<file path="src/rtl/pc_fetch_unit_if.sv">
// Instruction-memory request/response bus between the fetch unit and imem.
interface pc_fetch_unit_if;
  logic        imem_req;
  logic [31:0] imem_addr;
  logic        imem_ready;
  logic [31:0] imem_rdata;

  modport master (
    output imem_req,
    output imem_addr,
    input  imem_ready,
    input  imem_rdata
  );

  modport slave (
    input  imem_req,
    input  imem_addr,
    output imem_ready,
    output imem_rdata
  );
endinterface

</file>
<file path="src/rtl/pc_fetch_unit.sv">
// Fetch-stage PC unit: requests instructions, buffers them for decode, applies stalls/redirects.
// Define FETCH_PERF_EN to add fetch/squash performance counters.
module pc_fetch_unit #(
  parameter logic [31:0] RESET_PC = 32'h0000_0000,
  parameter logic [31:0] PC_STEP  = 32'd4
) (
  input  logic                    clk,
  input  logic                    reset,
  input  logic                    stall_i,
  input  logic                    redirect_valid,
  input  logic [31:0]             redirect_target,
  pc_fetch_unit_if.master         imem,
  output logic                    fetch_valid,
  output logic [31:0]             instr_out,
  output logic [31:0]             pc_out,
  output logic [31:0]             pcinc_out
`ifdef FETCH_PERF_EN
  ,
  output logic [31:0]             perf_fetch_cnt,
  output logic [31:0]             perf_squash_cnt
`endif
);

  typedef enum logic [1:0] {
    IDLE = 2'd0,
    REQ  = 2'd1,
    HOLD = 2'd2
  } state_t;

  state_t      state, state_next;
  logic [31:0] pc, pc_next;
  logic        pend_valid, pend_valid_next;
  logic [31:0] pend_target, pend_target_next;
  logic [31:0] instr, instr_next;
  logic        valid, valid_next;
  logic        fetch_event;
  logic        squash_event;
  logic [31:0] redirect_pc;

  assign redirect_pc = {redirect_target[31:2], 2'b00};

  assign imem.imem_addr = pc;
  assign imem.imem_req  = (state == REQ);
  assign pc_out         = pc;
  assign pcinc_out      = pc + PC_STEP;
  assign instr_out      = instr;
  assign fetch_valid    = valid;

  // A response that arrives while a redirect is live or pending is wrong-path and is dropped.
  always_comb begin
    state_next       = state;
    pc_next          = pc;
    pend_valid_next  = pend_valid;
    pend_target_next = pend_target;
    instr_next       = instr;
    valid_next       = valid;
    fetch_event      = 1'b0;
    squash_event     = 1'b0;

    unique case (state)
      IDLE: begin
        state_next = REQ;
        if (redirect_valid) begin
          pc_next = redirect_pc;
        end
      end

      REQ: begin
        if (!imem.imem_ready) begin
          if (redirect_valid) begin
            pend_valid_next  = 1'b1;
            pend_target_next = redirect_pc;
          end
        end else if (redirect_valid || pend_valid) begin
          pc_next         = redirect_valid ? redirect_pc : pend_target;
          pend_valid_next = 1'b0;
          squash_event    = 1'b1;
        end else begin
          instr_next  = imem.imem_rdata;
          valid_next  = 1'b1;
          state_next  = HOLD;
          fetch_event = 1'b1;
        end
      end

      HOLD: begin
        if (redirect_valid) begin
          valid_next   = 1'b0;
          pc_next      = redirect_pc;
          state_next   = REQ;
          squash_event = 1'b1;
        end else if (!stall_i) begin
          valid_next = 1'b0;
          pc_next    = pc + PC_STEP;
          state_next = REQ;
        end
      end

      default: begin
        state_next = IDLE;
      end
    endcase
  end

  // State advances on the falling edge, in step with the IF/ID pipeline registers.
  always_ff @(negedge clk or posedge reset) begin
    if (reset) begin
      state       <= IDLE;
      pc          <= RESET_PC;
      pend_valid  <= 1'b0;
      pend_target <= 32'h0000_0000;
      instr       <= 32'h0000_0000;
      valid       <= 1'b0;
    end else begin
      state       <= state_next;
      pc          <= pc_next;
      pend_valid  <= pend_valid_next;
      pend_target <= pend_target_next;
      instr       <= instr_next;
      valid       <= valid_next;
    end
  end

`ifdef FETCH_PERF_EN
  always_ff @(negedge clk or posedge reset) begin
    if (reset) begin
      perf_fetch_cnt  <= 32'h0000_0000;
      perf_squash_cnt <= 32'h0000_0000;
    end else begin
      if (fetch_event) begin
        perf_fetch_cnt <= perf_fetch_cnt + 32'd1;
      end
      if (squash_event) begin
        perf_squash_cnt <= perf_squash_cnt + 32'd1;
      end
    end
  end
`else
  logic unused_events;
  assign unused_events = fetch_event ^ squash_event;
`endif

endmodule

</file>
<file path="src/flat_wrapper.sv">
// flat-port wrapper written by rule: the top's interface ports become plain ports
module pc_fetch_unit_flat 
#(
  parameter logic [31:0] RESET_PC = 32'h0000_0000,
  parameter logic [31:0] PC_STEP  = 32'd4
)
  (clk, reset, stall_i, redirect_valid, redirect_target, fetch_valid, instr_out, pc_out, pcinc_out, imem_imem_req, imem_imem_addr, imem_imem_ready, imem_imem_rdata);
  pc_fetch_unit_if imem_i ();
  input  logic clk;
  input  logic reset;
  input  logic stall_i;
  input  logic redirect_valid;
  input  logic [31:0] redirect_target;
  output logic fetch_valid;
  output logic [31:0] instr_out;
  output logic [31:0] pc_out;
  output logic [31:0] pcinc_out;
  output wire logic [$bits(imem_i.imem_req)-1:0] imem_imem_req;
  output wire logic [$bits(imem_i.imem_addr)-1:0] imem_imem_addr;
  input wire logic [$bits(imem_i.imem_ready)-1:0] imem_imem_ready;
  input wire logic [$bits(imem_i.imem_rdata)-1:0] imem_imem_rdata;
  assign imem_imem_req = imem_i.imem_req;
  assign imem_imem_addr = imem_i.imem_addr;
  assign imem_i.imem_ready = imem_imem_ready;
  assign imem_i.imem_rdata = imem_imem_rdata;
  pc_fetch_unit #(.RESET_PC(RESET_PC), .PC_STEP(PC_STEP)) u_core (.clk(clk), .reset(reset), .stall_i(stall_i), .redirect_valid(redirect_valid), .redirect_target(redirect_target), .imem(imem_i), .fetch_valid(fetch_valid), .instr_out(instr_out), .pc_out(pc_out), .pcinc_out(pcinc_out));
endmodule
</file>
<file path="config.mk">
export PLATFORM = sky130hd
export DESIGN_NAME = pc_fetch_unit_flat
export DESIGN_NICKNAME = d
export VERILOG_FILES = /design/src/rtl/pc_fetch_unit_if.sv /design/src/rtl/pc_fetch_unit.sv /design/src/flat_wrapper.sv
export SDC_FILE = /design/constraint.sdc
export NUM_CORES = 1
export LEC_CHECK = 0
export ABC_AREA = 0
export CAP_MARGIN = 20
export CELL_PAD_IN_SITES_DETAIL_PLACEMENT = 1
export CELL_PAD_IN_SITES_GLOBAL_PLACEMENT = 2
export CORE_MARGIN = 2
export CORE_UTILIZATION = 27
export DETAILED_ROUTE_END_ITERATION = 10
export PLACE_DENSITY_LB_ADDON = 0.05
export SYNTH_ARGS = -nofsm -noshare
export SYNTH_HDL_FRONTEND = slang
export SYNTH_SLANG_ARGS = --single-unit
</file>
<file path="constraint.sdc">
create_clock -name clk -period 3.3 [get_ports clk]
set_input_delay 0.495 -clock clk [delete_from_list [all_inputs] [get_ports clk]]
set_output_delay 0.495 -clock clk [all_outputs]
set_load 0.02 [all_outputs]
</file>
==> impl_metrics.yaml, run 1 <==
worst_hold_path:
  min-delay-start: "u_core.instr_out[23]$_DFFE_NP0P_"
  hold_end: "u_core.instr_out[23]$_DFFE_NP0P_"
  hp-class: "register to register"
  holdPathStages: 1
floorplan:
  core_region_area_um2: 20200
  die_area_um2: 21600
  initial_core_util: 0.274
  rows: 52
  io_pins: 199
  fp.dieW_um: 147
  die_h_um: 147
layout:
  drive_above_1_share: 0.529
  syn_to_final_growth_pct: 81.7
  fin_cells: 1125
  n_fill_cell: 2157
  design_area_um2: 10000
  layout.nets: 924
  diodes: 0
worst_setup_path:
  cp_max_fo: 3
  cp.depth: 5
  cp_cell_sequence: "nand4_4 -> or4_4 -> or3_4 -> xnor2_4 -> buf_6"
  worst_setup_path_start_kind: "register"
  r2r_cells: 9
  endpoint_kind: "output pin"
  crit_start: "u_core.imem.imem_addr[11]$_DFFE_NP0P_"
  crit_slowest_cell: "or4_4"
  timing.rr.start: "u_core.state[0]$_DFFE_NP0P_"
  r2r_slack_ns: 0.78
  cp_top_family: "simple AND/OR/NAND/NOR gates"
  r2r_end: "u_core.imem.imem_addr[14]$_DFFE_NP0P_"
  arrival_ns: 3.88
  crit_buf_inv: 1
  slowest_delay_ns: 0.55
  cp_data_required_time_ns: 2.80
  worst-setup-path-type: "register to output pin"
grt:
  grt_pass1_vias: 5893
  grt_overflow: 0
  antenna_found_initial: 1
  grt_pass1_wl_um: 33100
  grt_use_total: 0.195
  grt_max_degree: 33
synthesis:
  synth_seq_area_share: 0.453
  mappedNetlistArea_um2: 5520
  synth-edff-count: 0
  synth_area_per_cell_um2: 10.7
  yosys-top-cells-area: "dfrtn_1, mux2_2, buf_4"
  async_reset_ff_frac: 1.00
  ys_ff_latch: 100
  yosys_warnings: 0
  synthCells: 518
  synth_top_cell_by_area: "dfrtn_1"
  synth_flop_cell: "dfrtn_1"
  yosysTopAreaCellShare: 0.453
  ys_types: 57
  syn_nets: 592
detailed_routing:
  wl_per_cell_um: 19.1
  vias: 5450
  postRouteWirelength_um: 21500
  drc: 0
  via_per_inst: 4.84
  drt-initial-drc-count: 159
  first_pass_iters: 4
  ant_nets: 0
clock_tree:
  worst_skew_pair.late_latency_ns: 0.36
  cts_inserted_buffers: 9
  postCtsHoldBufs: 0
  clock-root-buffer: "clkbuf_16"
  clkTransAtPathRegs_ns: 0.05
  htreeDepth: 3
  cts_sinks: 100
  cts_tree: "done"
  clockBufferDepth: 2
outcome:
  outcome: "complete, but fails checks"
  violations: "negative setup slack"
timing:
  final-hold-violation-count: 0
  rsz0062_at_grt: "true"
  relSlewSlack: 0.559
  setup_ws_ns: -1.07
  max_slew.worst_pin.slew_ns: 0.661
  fin_skew_ns: 0.0110
  setup_viol: 45
  slew_viol_final: 0
  hold_ws_ns: 0.448
pwr:
  leakagePower_nw: 4.61
  vdd_drop_max_mv: 0.353
  p_total_mw: 9.89
  power.density_nw_per_um2: 986
placed_design:
  place_area_um2: 8900
  portBuffers: 196
  placedCellCount: 1052
  gp_routability_congestion: 0.814
  dp_hpwl_um: 15400
run:
  drv_cap: 0
kinds of logic after synthesis:
| kind of cell | after synthesis | share of synthesized area |
|---|---|---|
| AO/OA/AOI/OAI | 127 | 0.168 |
| AND/OR/NAND/NOR | 112 | 0.112 |
| flip-flops | 100 | 0.453 |
| buffers and inverters | 81 | 0.0791 |
| multiplexers | 65 | 0.132 |
| XOR/XNOR | 28 | 0.0444 |
| adder cells (fa/ha/maj) | 5 | 0.0113 |
report_power, final:
group	leakage, nW	switching (mW)	total, mW	internal (mW)
Clock	0.157	0.501	1.17	0.668
Combinational	3.24	3.29	6.47	3.18
Sequential	1.22	0.386	2.25	1.87
worst register-to-register path: stages, from the launching register on:
cell and delay (ns):
dfrtn_1 0.42, buf_4 0.13, inv_1 0.05, ha_1 0.37
inv_1 0.52, nor3_2 0.14, buf_12 0.20, a22oi_1 0.22
nor2_2 0.05, a221o_1 0.27
cell usage after synthesis, types with 6 or more instances:
library cell	number
xnor2_1	15
o2bb2ai_1	6
mux2_2	63
nor3_1	6
xor2_1	13
o21ai_0	28
nand2_1	23
a222oi_1	7
a21oi_1	12
a221oi_1	8
nand3_1	14
inv_1	15
buf_4	34
dfrtn_1	100
nand4_1	7
a22oi_1	10
clkbuf_1	26
a22o_1	16
nor2_1	28
through the flow:
stage	utilization	setup TNS, ns	setup WS, ns
floorplan	-	-22.04	-0.994
global placement	0.441	-90.54	-1.15
detailed placement	0.441	-94.96	-1.20
CTS	0.473	-24.39	-1.06
global route	0.498	-28.02	-1.17
finish	0.498	-23.84	-1.07
metal layers:
layer / part of all wire / GRT usage / vias up
li1: - / - / 2538
met2: 0.51 / 0.346 / 143
met4: 0.017 / 0.0490 / 0
met5: 0 / 0 / -
met3: 0.051 / 0.0432 / 22
met1: 0.43 / 0.241 / 2747
placed cells by master, fill, tap and decap left out, types with 7 or more instances in the layout:
cell	count
nand3_1	8
nand4_1	7
a22o_1	16
a222oi_1	7
o21ai_0	10
a22oi_1	9
dfrtn_1	100
buf_2	21
a21oi_1	10
buf_4	166
o21ai_1	17
inv_1	11
clkbuf_16	11
nand2_1	16
clkdlybuf4s15_1	9
mux2_4	9
buf_12	10
dlygate4sd2_1	25
buf_6	80
clkdlybuf4s50_1	61
xnor2_2	10
mux2_2	54
xor2_2	7
nor2_1	22
sequential cells by signal, summed over array words and instances (netlist names):
name and count:
u_core.instr_out 32, u_core.state 2, u_core.fetch_valid 1, u_core.pend_target 32, u_core.pend_valid 1, u_core.imem.imem_addr 32
area by class of cell:
cell class	instances	area, µm²	share of cell area
clock buffer	10	229	0.0228
clock inverter	6	87.6	0.00873
inverter	15	66.3	0.00661
multi-input combinational	337	3250	0.324
sequential	100	2500	0.249
tap	270	338	0.0337
timing repair buffer	387	3570	0.355
worst max path at each step:
stage	to	slack (ns)
after floorplan	pcinc_out[26]	-0.99
after global placement	pcinc_out[20]	-1.15
after detailed placement	pcinc_out[20]	-1.20
after CTS	pcinc_out[20]	-1.06
after global routing	pcinc_out[26]	-1.17
final	pcinc_out[23]	-1.07
repair_timing:
action / in CTS / in global routing
pin swaps: 26 / 35
buffers inserted: 35 / 36
resized for setup: 541 / 110
setup endpoints to repair: 222 / 131
cloned: 3 / 2
(Power assumes the default switching activity.)
==> run 2: changes to the inputs <==
- CORE_MARGIN: 2 -> default
==> run 2 against run 1 <==
Net effect: the flow still finishes with violations (negative setup slack); non-clock buffer count up 30; clock power rose by 4%; worst hold slack about the same; flip-flop and latch count unchanged; wire length up 11%; register-to-register slack worse by 0.11 ns; first-iteration DRC count rose by 42%; die area decreased by 2.7%; core utilization up 4.5 points; critical path depth rose by 4; clock skew fell by 0.0050 ns; global-route usage increased by 2.3 points; critical path type unchanged; critical endpoint is now pcinc_out[26]; largest cell class unchanged; largest power group unchanged.
==> impl_metrics.yaml, run 2 (synthesis results as in run 1) <==
clock_tree:
  worst_skew_pair.late_latency_ns: 0.36
  postCtsHoldBufs: 0
  cts_sinks: 100
  clock-root-buffer: "clkbuf_16"
  htreeDepth: 3
  clockBufferDepth: 2
  cts_tree: "done"
  cts_inserted_buffers: 9
  clkTransAtPathRegs_ns: 0.05
grt:
  grt_pass1_wl_um: 35700
  grt_max_degree: 33
  grt_use_total: 0.218
  grt_pass1_vias: 6273
  grt_overflow: 0
  antenna_found_initial: 0
placed_design:
  gp_routability_congestion: 0.849
  post-place-ws_ns: -1.22
  placedCellCount: 1059
  portBuffers: 196
  place_area_um2: 9030
  dp_hpwl_um: 15800
worst_setup_path:
  cp_cell_sequence: "buf_6 -> ha_4 -> nand4_1 -> buf_4 -> nor4_4 -> buf_6 -> and4_4 -> xor2_1 -> buf_4"
  worst_setup_path_start_kind: "register"
  r2r_cells: 9
  cp_data_required_time_ns: 2.80
  arrival_ns: 3.92
  r2r_end: "u_core.imem.imem_addr[31]$_DFFE_NP0P_"
  worst-setup-path-type: "register to output pin"
  slowest_delay_ns: 0.49
  endpoint_kind: "output pin"
  cp_max_fo: 6
  timing.rr.start: "u_core.state[0]$_DFFE_NP0P_"
  crit_slowest_cell: "dfrtn_1"
  r2r_slack_ns: 0.67
floorplan:
  io_pins: 199
  fp.dieW_um: 145
  die_area_um2: 21000
  die_h_um: 145
  rows: 51
  initial_core_util: 0.279
  core_region_area_um2: 19800
layout:
  drive_above_1_share: 0.555
  syn_to_final_growth_pct: 94.3
  fin_cells: 1150
  final_common_cell: "buf_4"
  layout.nets: 954
  final_cell_mix: "buf_4, buf_6, dfrtn_1"
  diodes: 0
  fin_util: 0.543
  n_fill_cell: 2076
  design_area_um2: 10700
  seqCellArea_um2: 2500
  multiInputGateArea_um2: 3420
timing:
  hold_ws_ns: 0.448
  final.setup.tns_ns: -29.69
  rsz0062_at_grt: "true"
  slew_viol_final: 0
  final-hold-violation-count: 0
  relSlewSlack: 0.502
  fin_skew_ns: 0.00609
  setup_ws_ns: -1.12
  max_slew.worst_pin.slew_ns: 0.746
  setup_viol: 51
detailed_routing:
  drt-initial-drc-count: 226
  first_pass_iters: 5
  drc: 0
  postRouteWirelength_um: 23900
  vias: 5697
  wl_per_cell_um: 20.7
  via_per_inst: 4.95
  ant_nets: 0
worst_hold_path:
  hp-class: "register to register"
  min-delay-start: "u_core.pend_target[2]$_DFFE_NP0P_"
  holdPathStages: 1
  hold_end: "u_core.pend_target[2]$_DFFE_NP0P_"
pwr:
  leakagePower_nw: 4.90
  power.density_nw_per_um2: 990
  p_total_mw: 10.6
  vdd_drop_max_mv: 0.377
outcome:
  violations: "negative setup slack"
  outcome: "complete, but fails checks"
run:
  drv_cap: 0
run 2: cell types whose count changed in the layout (fill, tap and decap cells not counted), sizes merged, moves of 2 or more:
| cell | before | now |
|---|---|---|
| clkdlybuf4s15 | 10 | 16 |
| clkinvlp | 2 | 4 |
| clkbuf | 18 | 16 |
| clkinv | 3 | 0 |
| buf | 280 | 308 |
run 2: area by class of cell:
class                      instances  area share
sequential                       100       0.233
inverter                          15     0.00618
clock buffer                      10      0.0223
clock inverter                     6     0.00886
tap                              265      0.0309
multi-input combinational        337       0.319
timing repair buffer             417       0.380
run 2: worst max-delay path by stage:
stage	from	end	slack [ns]	depth (start not counted)
2_1_floorplan	u_core.imem.imem_addr[3]$_DFFE_NP0P_	pcinc_out[26]	-0.99	5
3_3_place_gp	u_core.imem.imem_addr[4]$_DFFE_NP0P_	pcinc_out[23]	-1.14	5
3_5_place_dp	u_core.imem.imem_addr[2]$_DFFE_NP0P_	pcinc_out[14]	-1.22	7
4_1_cts	u_core.imem.imem_addr[10]$_DFFE_NP0P_	pcinc_out[23]	-1.09	5
5_1_grt	u_core.imem.imem_addr[2]$_DFFE_NP0P_	pcinc_out[26]	-1.20	9
6_report	u_core.imem.imem_addr[2]$_DFFE_NP0P_	pcinc_out[26]	-1.12	9
run 2: per-layer routing:
metal,GRT usage,vias to the layer above,wire (µm)
met5,0,-,0
li1,-,2615,-
met1,0.256,2872,9600
met3,0.0406,37,1190
met2,0.391,173,12500
met4,0.0809,0,585
run 2: critical path, delay by kind of cell (launching register included):
kind                       cells  cell delay [ns]
DFF                            1             0.49
xor gates and xnor gates       1             0.14
and+or+nand+nor                3             0.49
adders and majority gates      1             0.13
buffers and inverters          4             0.67
run 2: where the power goes:
| part | internal, mW | total [mW] | switching (mW) |
|---|---|---|---|
| Sequential | 1.87 | 2.27 | 0.409 |
| Combinational | 3.58 | 7.14 | 3.56 |
| Clock | 0.694 | 1.22 | 0.521 |
run 2: repair_timing:
action	4_1_cts	5_1_grt
setup endpoints to repair	226	121
gates cloned	3	4
pin swaps	40	44
setup buffers	48	39
hold endpoints to repair	0	0
gates resized for setup	599	125
